`src/rtl/row_fifo.sv`:
```
// Circular row FIFO with first-word-fall-through head, occupancy, sticky overflow and an
// optional three-row neighbourhood window (enabled by defining ROW_FIFO_WINDOW_EN).
module row_fifo #(
    parameter int unsigned WIDTH = 11,
    parameter int unsigned DEPTH = 4
) (
    input  logic                       clk,
    input  logic                       reset,
    input  logic [WIDTH-1:0]           d,
    input  logic                       push,
    input  logic                       pop,
    output logic [WIDTH-1:0]           q,
    output logic                       full,
    output logic                       empty,
    output logic [$clog2(DEPTH+1)-1:0] count,
    output logic                       overflow,
    output logic [WIDTH-1:0]           win_prev,
    output logic [WIDTH-1:0]           win_cur,
    output logic [WIDTH-1:0]           win_next,
    output logic                       win_valid
);

    localparam int unsigned PW = (DEPTH > 1) ? $clog2(DEPTH) : 1;
    localparam int unsigned CW = $clog2(DEPTH + 1);

`ifdef ROW_FIFO_WINDOW_EN
    if (DEPTH < 3) begin : g_depth_chk
        $fatal(1, "row_fifo: DEPTH must be at least 3 when the window is enabled");
    end
`else
    if (DEPTH < 1) begin : g_depth_chk
        $fatal(1, "row_fifo: DEPTH must be at least 1");
    end
`endif

    // Wrap explicitly so DEPTH need not be a power of two.
    function automatic logic [PW-1:0] ptr_inc(input logic [PW-1:0] p);
        return (p == PW'(DEPTH - 1)) ? '0 : p + 1'b1;
    endfunction

    logic [WIDTH-1:0] mem_q [DEPTH];
    logic [PW-1:0]    wr_ptr_q, rd_ptr_q;
    logic [CW-1:0]    count_q, count_d;
    logic             overflow_q;
    logic             push_acc, pop_acc;

    always_comb begin
        pop_acc  = pop && !empty;
        push_acc = push && (!full || pop_acc);
        count_d  = count_q;
        unique case ({push_acc, pop_acc})
            2'b10:   count_d = count_q + 1'b1;
            2'b01:   count_d = count_q - 1'b1;
            default: count_d = count_q;
        endcase
    end

    always_ff @(posedge clk) begin
        if (reset) begin
            wr_ptr_q   <= '0;
            rd_ptr_q   <= '0;
            count_q    <= '0;
            overflow_q <= 1'b0;
            for (int i = 0; i < int'(DEPTH); i++) begin
                mem_q[i] <= '0;
            end
        end else begin
            if (push_acc) begin
                mem_q[wr_ptr_q] <= d;
                wr_ptr_q        <= ptr_inc(wr_ptr_q);
            end
            if (pop_acc) begin
                rd_ptr_q <= ptr_inc(rd_ptr_q);
            end
            count_q <= count_d;
            if (push && !push_acc) begin
                overflow_q <= 1'b1;
            end
        end
    end

    always_comb begin
        full     = (count_q == CW'(DEPTH));
        empty    = (count_q == '0);
        count    = count_q;
        overflow = overflow_q;
        q        = empty ? '0 : mem_q[rd_ptr_q];
    end

`ifdef ROW_FIFO_WINDOW_EN
    logic [PW-1:0] idx_cur, idx_next;

    assign idx_cur  = ptr_inc(rd_ptr_q);
    assign idx_next = ptr_inc(idx_cur);

    always_comb begin
        win_valid = (count_q >= CW'(3));
        win_prev  = '0;
        win_cur   = '0;
        win_next  = '0;
        if (win_valid) begin
            win_prev = mem_q[rd_ptr_q];
            win_cur  = mem_q[idx_cur];
            win_next = mem_q[idx_next];
        end
    end
`else
    assign win_valid = 1'b0;
    assign win_prev  = '0;
    assign win_cur   = '0;
    assign win_next  = '0;
`endif

endmodule

```
`config.mk`:
```
export PLATFORM = sky130hd
export DESIGN_NAME = row_fifo
export DESIGN_NICKNAME = d
export VERILOG_FILES = /design/src/rtl/row_fifo.sv
export SDC_FILE = /design/constraint.sdc
export NUM_CORES = 1
export LEC_CHECK = 0
export ABC_AREA = 1
export ABC_CLOCK_PERIOD_IN_PS = 3500
export BUFFER_PORTS_ARGS = -buffer_cell sky130_fd_sc_hd__buf_4
export CAP_MARGIN = 0
export CORE_MARGIN = 4
export CORE_UTILIZATION = 58
export CTS_CLUSTER_DIAMETER = 200
export CTS_CLUSTER_SIZE = 28
export DETAILED_ROUTE_END_ITERATION = 7
export PLACE_DENSITY = 0.84
export SETUP_SLACK_MARGIN = 0.15
export SKIP_LAST_GASP = 1
export SLEW_MARGIN = 15
export SYNTH_ARGS = -nofsm -noshare
export SYNTH_HDL_FRONTEND = slang
export SYNTH_SLANG_ARGS = --single-unit
```
`constraint.sdc`:
```
create_clock -name clk -period 3.5 [get_ports clk]
set_input_delay 0.7 -clock clk [delete_from_list [all_inputs] [get_ports clk]]
set_output_delay 0.7 -clock clk [all_outputs]
set_load 0.03 [all_outputs]
```
Word-level counts from Yosys, hierarchy flattened

Memories as Yosys holds them, arrays and structs flattened. A register that Yosys moved wholly into a read port is not among the register bits.
Cells that the tools add are included.

Register bits: 8
Bits in latches: 0
Output and inout bits: 51
Memory bits (writable): 44
Word-level logic and storage cells: 38
Bits in read-only memories: 0
Input port bits: 15
Memories kept: 1

Bitwise logic cells: 0
Multiply operators: 0
Equality and inequality tests: 5
Mux-type cells: 14
Shift-type cells: 0
Order comparisons: 0
Divide/modulo/power cells: 0
Reduce and logical (&&, ||, !) cells: 10
Add/subtract/negate cells: 4

Memories:

| memory | words | bits a word | read ports | clocked after memory_dff | wr ports | line | source |
|---|---|---|---|---|---|---|---|
| mem_q  | 4     | 11          | 1          | 1                        | 4        | 41   | `logic [WIDTH-1:0] mem_q [DEPTH];` |

Operators with widths:

| cell                                                               | count |
|---|---|
| 11-bit two-way mux                                                 | 2 |
| 11-bit OR reduction                                                | 1 |
| 2-bit two-way mux                                                  | 5 |
| 2-bit == test, second input constant                               | 3 |
| 1-bit two-way mux                                                  | 6 |
| 3-bit case mux with 2 select lines                                 | 1 |
| 2-bit by 1-bit adder with 2-bit output, second input constant      | 2 |
| 3-bit by 1-bit adder with 3-bit output, second input constant      | 1 |
| 3-bit == test, second input constant                               | 1 |
| 1-bit logical AND                                                  | 3 |
| 1-bit zero test                                                    | 3 |
| 3-bit zero test                                                    | 1 |
| 3-bit by 1-bit subtractor with 3-bit output, second input constant | 1 |
| 2-bit by 1-bit == test with 1-bit output, second input constant    | 1 |
| 2-bit nonzero test                                                 | 1 |
| 1-bit logical OR                                                   | 1 |

Longest topological paths before layout

Depth in word-level cells: 10
Gate-level depth with buffers: 12

Worst setup path after synthesis

OpenSTA, ideal clock, no wires.

Kind: input to register
Start: input reset
End: memory mem_q[0][0] (enable)
Stages on the path: 3
Data arrival time: 1,907 ps
Setup slack: 1,199 ps
Setup time: 394 ps
Buffers on the path: 0
Path through: inv_1 nand4_4 o21ai_0

RTL lines:

| item        | line | source |
|---|---|---|
| from (decl) | 8    | `input logic reset,` |
| to (decl)   | 41   |  |

==> impl_metrics.json <==
{
  "maxSlewViolCount": 0,
  "netlist_instances": 293,
  "final-instance-count-excl-fill": 390,
  "syn_area_per_cell_um2": 9.85,
  "via_per_inst": 5.20,
  "clk_latency_ps": 310,
  "root_buffer": "clkbuf_8",
  "grt_max_degree": 27,
  "finalCriticalPeriod_ps": 2690,
  "nNetsFinal": 341,
  "antenna_cells": 0,
  "clockBufferDepth": 2,
  "fmax_mhz": 372,
  "syn2layout_area_growth_pct": 8.50,
  "post-dp-hpwl_um": 4060,
  "fp.dieW_um": 78.5,
  "critPathCaptureType": "output port",
  "grt.total_usage_pct": 19.8,
  "critPathRequiredTime_ps": 2800,
  "syn_area_um2": 2890,
  "clkTransAtPathRegs_ps": 90,
  "postRouteAntennaNets": 0,
  "io_buffers": 31,
  "drc": 0,
  "ys_seq_area_share_pct": 52.7,
  "finalCritPeriodShare_pct": 76.8,
  "rsz0062_at_grt": "no",
  "synth-seq-cells": 54,
  "critical_path_class": "register to output port",
  "wl_um": 5890,
  "most-common-layout-cells": "61 x nor2_1, 44 x edfxtp_1, 38 x buf_4, 34 x conb_1, 30 x o21ai_0",
  "holdCritPathClass": "register to register",
  "cp-start-kind": "register",
  "layout_commonest_cell": "nor2_1",
  "cts.sinks": 54,
  "powerDensity_nw_per_um2": 665,
  "grt_pass1_vias": 1915,
  "wl_per_cell_um": 15.1,
  "num_rows": 25,
  "gp_congestion": 0.865,
  "start_util_pct": 60.3,
  "setup_tns_ps": 0,
  "leakage_nw": 1.30,
  "cts_hold_buffers": 0,
  "drtPass1Iterations": 4,
  "max_cap_violations": 0,
  "grt_overflow": 0,
  "yosys_warnings": 0,
  "antenna_found_initial": 0,
  "fp.dieArea_um2": 6170,
  "drive_gt1_share_pct": 21.7,
  "cp_max_fo": 23,
  "final_hold_viol_count": 0,
  "status": "complete, no violations",
  "h-tree-depth": 2,
  "dp_cells": 382,
  "setup_viol": 0,
  "core_um2": 4790,
  "grt_pass1_wl_um": 9230,
  "drt_iter0_drc": 187,
  "dr_total_vias": 2027,
  "n_fill_cell": 394,
  "fp.dieH_um": 78.5,
  "worst_pin_slew_ps": 665,
  "ys_types": 25,
  "skew_ps": 3.27,
  "cts_tree": "done",
  "crit_arrival_ps": 1990,
  "cts_resized": 0,
  "cts_buffers": 5,
  "post_cts_buffers": 0,
  "io_pins": 66,
  "max-slew-margin-rel_pct": 55.6,
  "ir_worst_vdd_mv": 0.444
}
==> Yosys cell counts <==
master    instances  area (µm²)
nor2_1           61         229
conb_1            1        3.75
edfxtp_1         44        1320
dfxtp_1          10         200
nand3_4           1        17.5
buf_6             2        22.5
buf_4            37         278
inv_1            27         101
nor2_2            1        6.26
nand4_4           2        42.5
nand3_1           4        20.0
clkbuf_2          1        5.00
nor3_2           19         190
buf_1             2        7.51
clkbuf_1          4        15.0
o21ai_0          30         150
fa_1              1        20.0
nand2_1           7        26.3
o21ai_1           2        10.0
buf_2             3        15.0
nor3_4            1        16.3
nand4_1           1        6.26
nor3_1           14        70.1
a21oi_1          15        75.1
ha_1              3        37.5
==> routing by layer <==
layer,share of wire (%),routed length [µm],global-route usage [%],up-vias
li1,-,-,-,974
met1,39,2280,23.2,963
met2,53,3110,35.8,78
met3,6.6,391,3.78,12
met4,1.9,110,7.17,0
met5,0,0,0,-
==> critical path, stage by stage, from the launching register on <==
cell and delay (ps):
dfxtp_1 310, buf_4 200, inv_1 470, o21ai_0 250, a21oi_1 240, buf_4 200
==> sequential cells by signal (all words and copies together), names as in the netlist, named ones only <==
name / cells
wr_ptr_q: 2
count: 3
rd_ptr_q: 2
overflow: 1
mem_q: 44
==> per-stage QoR <==
step	worst slack (ps)	utilization, %	total power, mW	area (µm²)	hold WS, ps
detailed placement	848	63.5	1.72	3040	445
global route	683	65.4	2.19	3130	480
global placement	960	63.5	1.70	3040	434
finish	811	65.4	2.08	3130	458
CTS	781	65.4	2.08	3130	461
floorplan	1200	-	1.49	3010	481
==> cell type report <==
type                            count  area, µm²  area share [%]
Timing Repair Buffer               38        285            9.11
Tap cell                           67       83.8            2.68
Clock buffer                        6       82.6            2.64
Multi-Input combinational cell    196       1040            33.4
Clock inverter                      2       12.5           0.400
Inverter                           27        101            3.24
Sequential cell                    54       1520            48.6
==> path summary, 6_finish.rpt <==
kind	depth (start not counted)	slack (ps)	endpoint	start
setup / recovery	5	810	q[6]	register
hold / removal	2	460	overflow$_SDFFE_PP0P_	overflow$_SDFFE_PP0P_
setup reg to reg	4	1260	mem_q[1][9]$_SDFFCE_PN0P_	wr_ptr_q[1]$_SDFFE_PP0P_
hold reg to reg	2	460	overflow$_SDFFE_PP0P_	overflow$_SDFFE_PP0P_
==> kinds of logic (layout without fill, tap and decap cells) <==
kind of cell	Yosys count	after routing	share of synthesized area [%]
DFF	54	54	52.7
other	1	34	0.130
buffers and inverters	76	73	15.4
adders and majority gates	4	4	1.99
and+or+nand+nor	111	111	21.6
AOI/OAI and AO/OA	47	47	8.15
==> power breakdown <==
part	total (mW)	leakage [nW]	internal (mW)	switching, mW
combinational	0.884	0.712	0.263	0.621
sequential	0.833	0.538	0.782	0.0515
clock	0.365	0.0472	0.159	0.205
(Power assumes the default switching activity.)
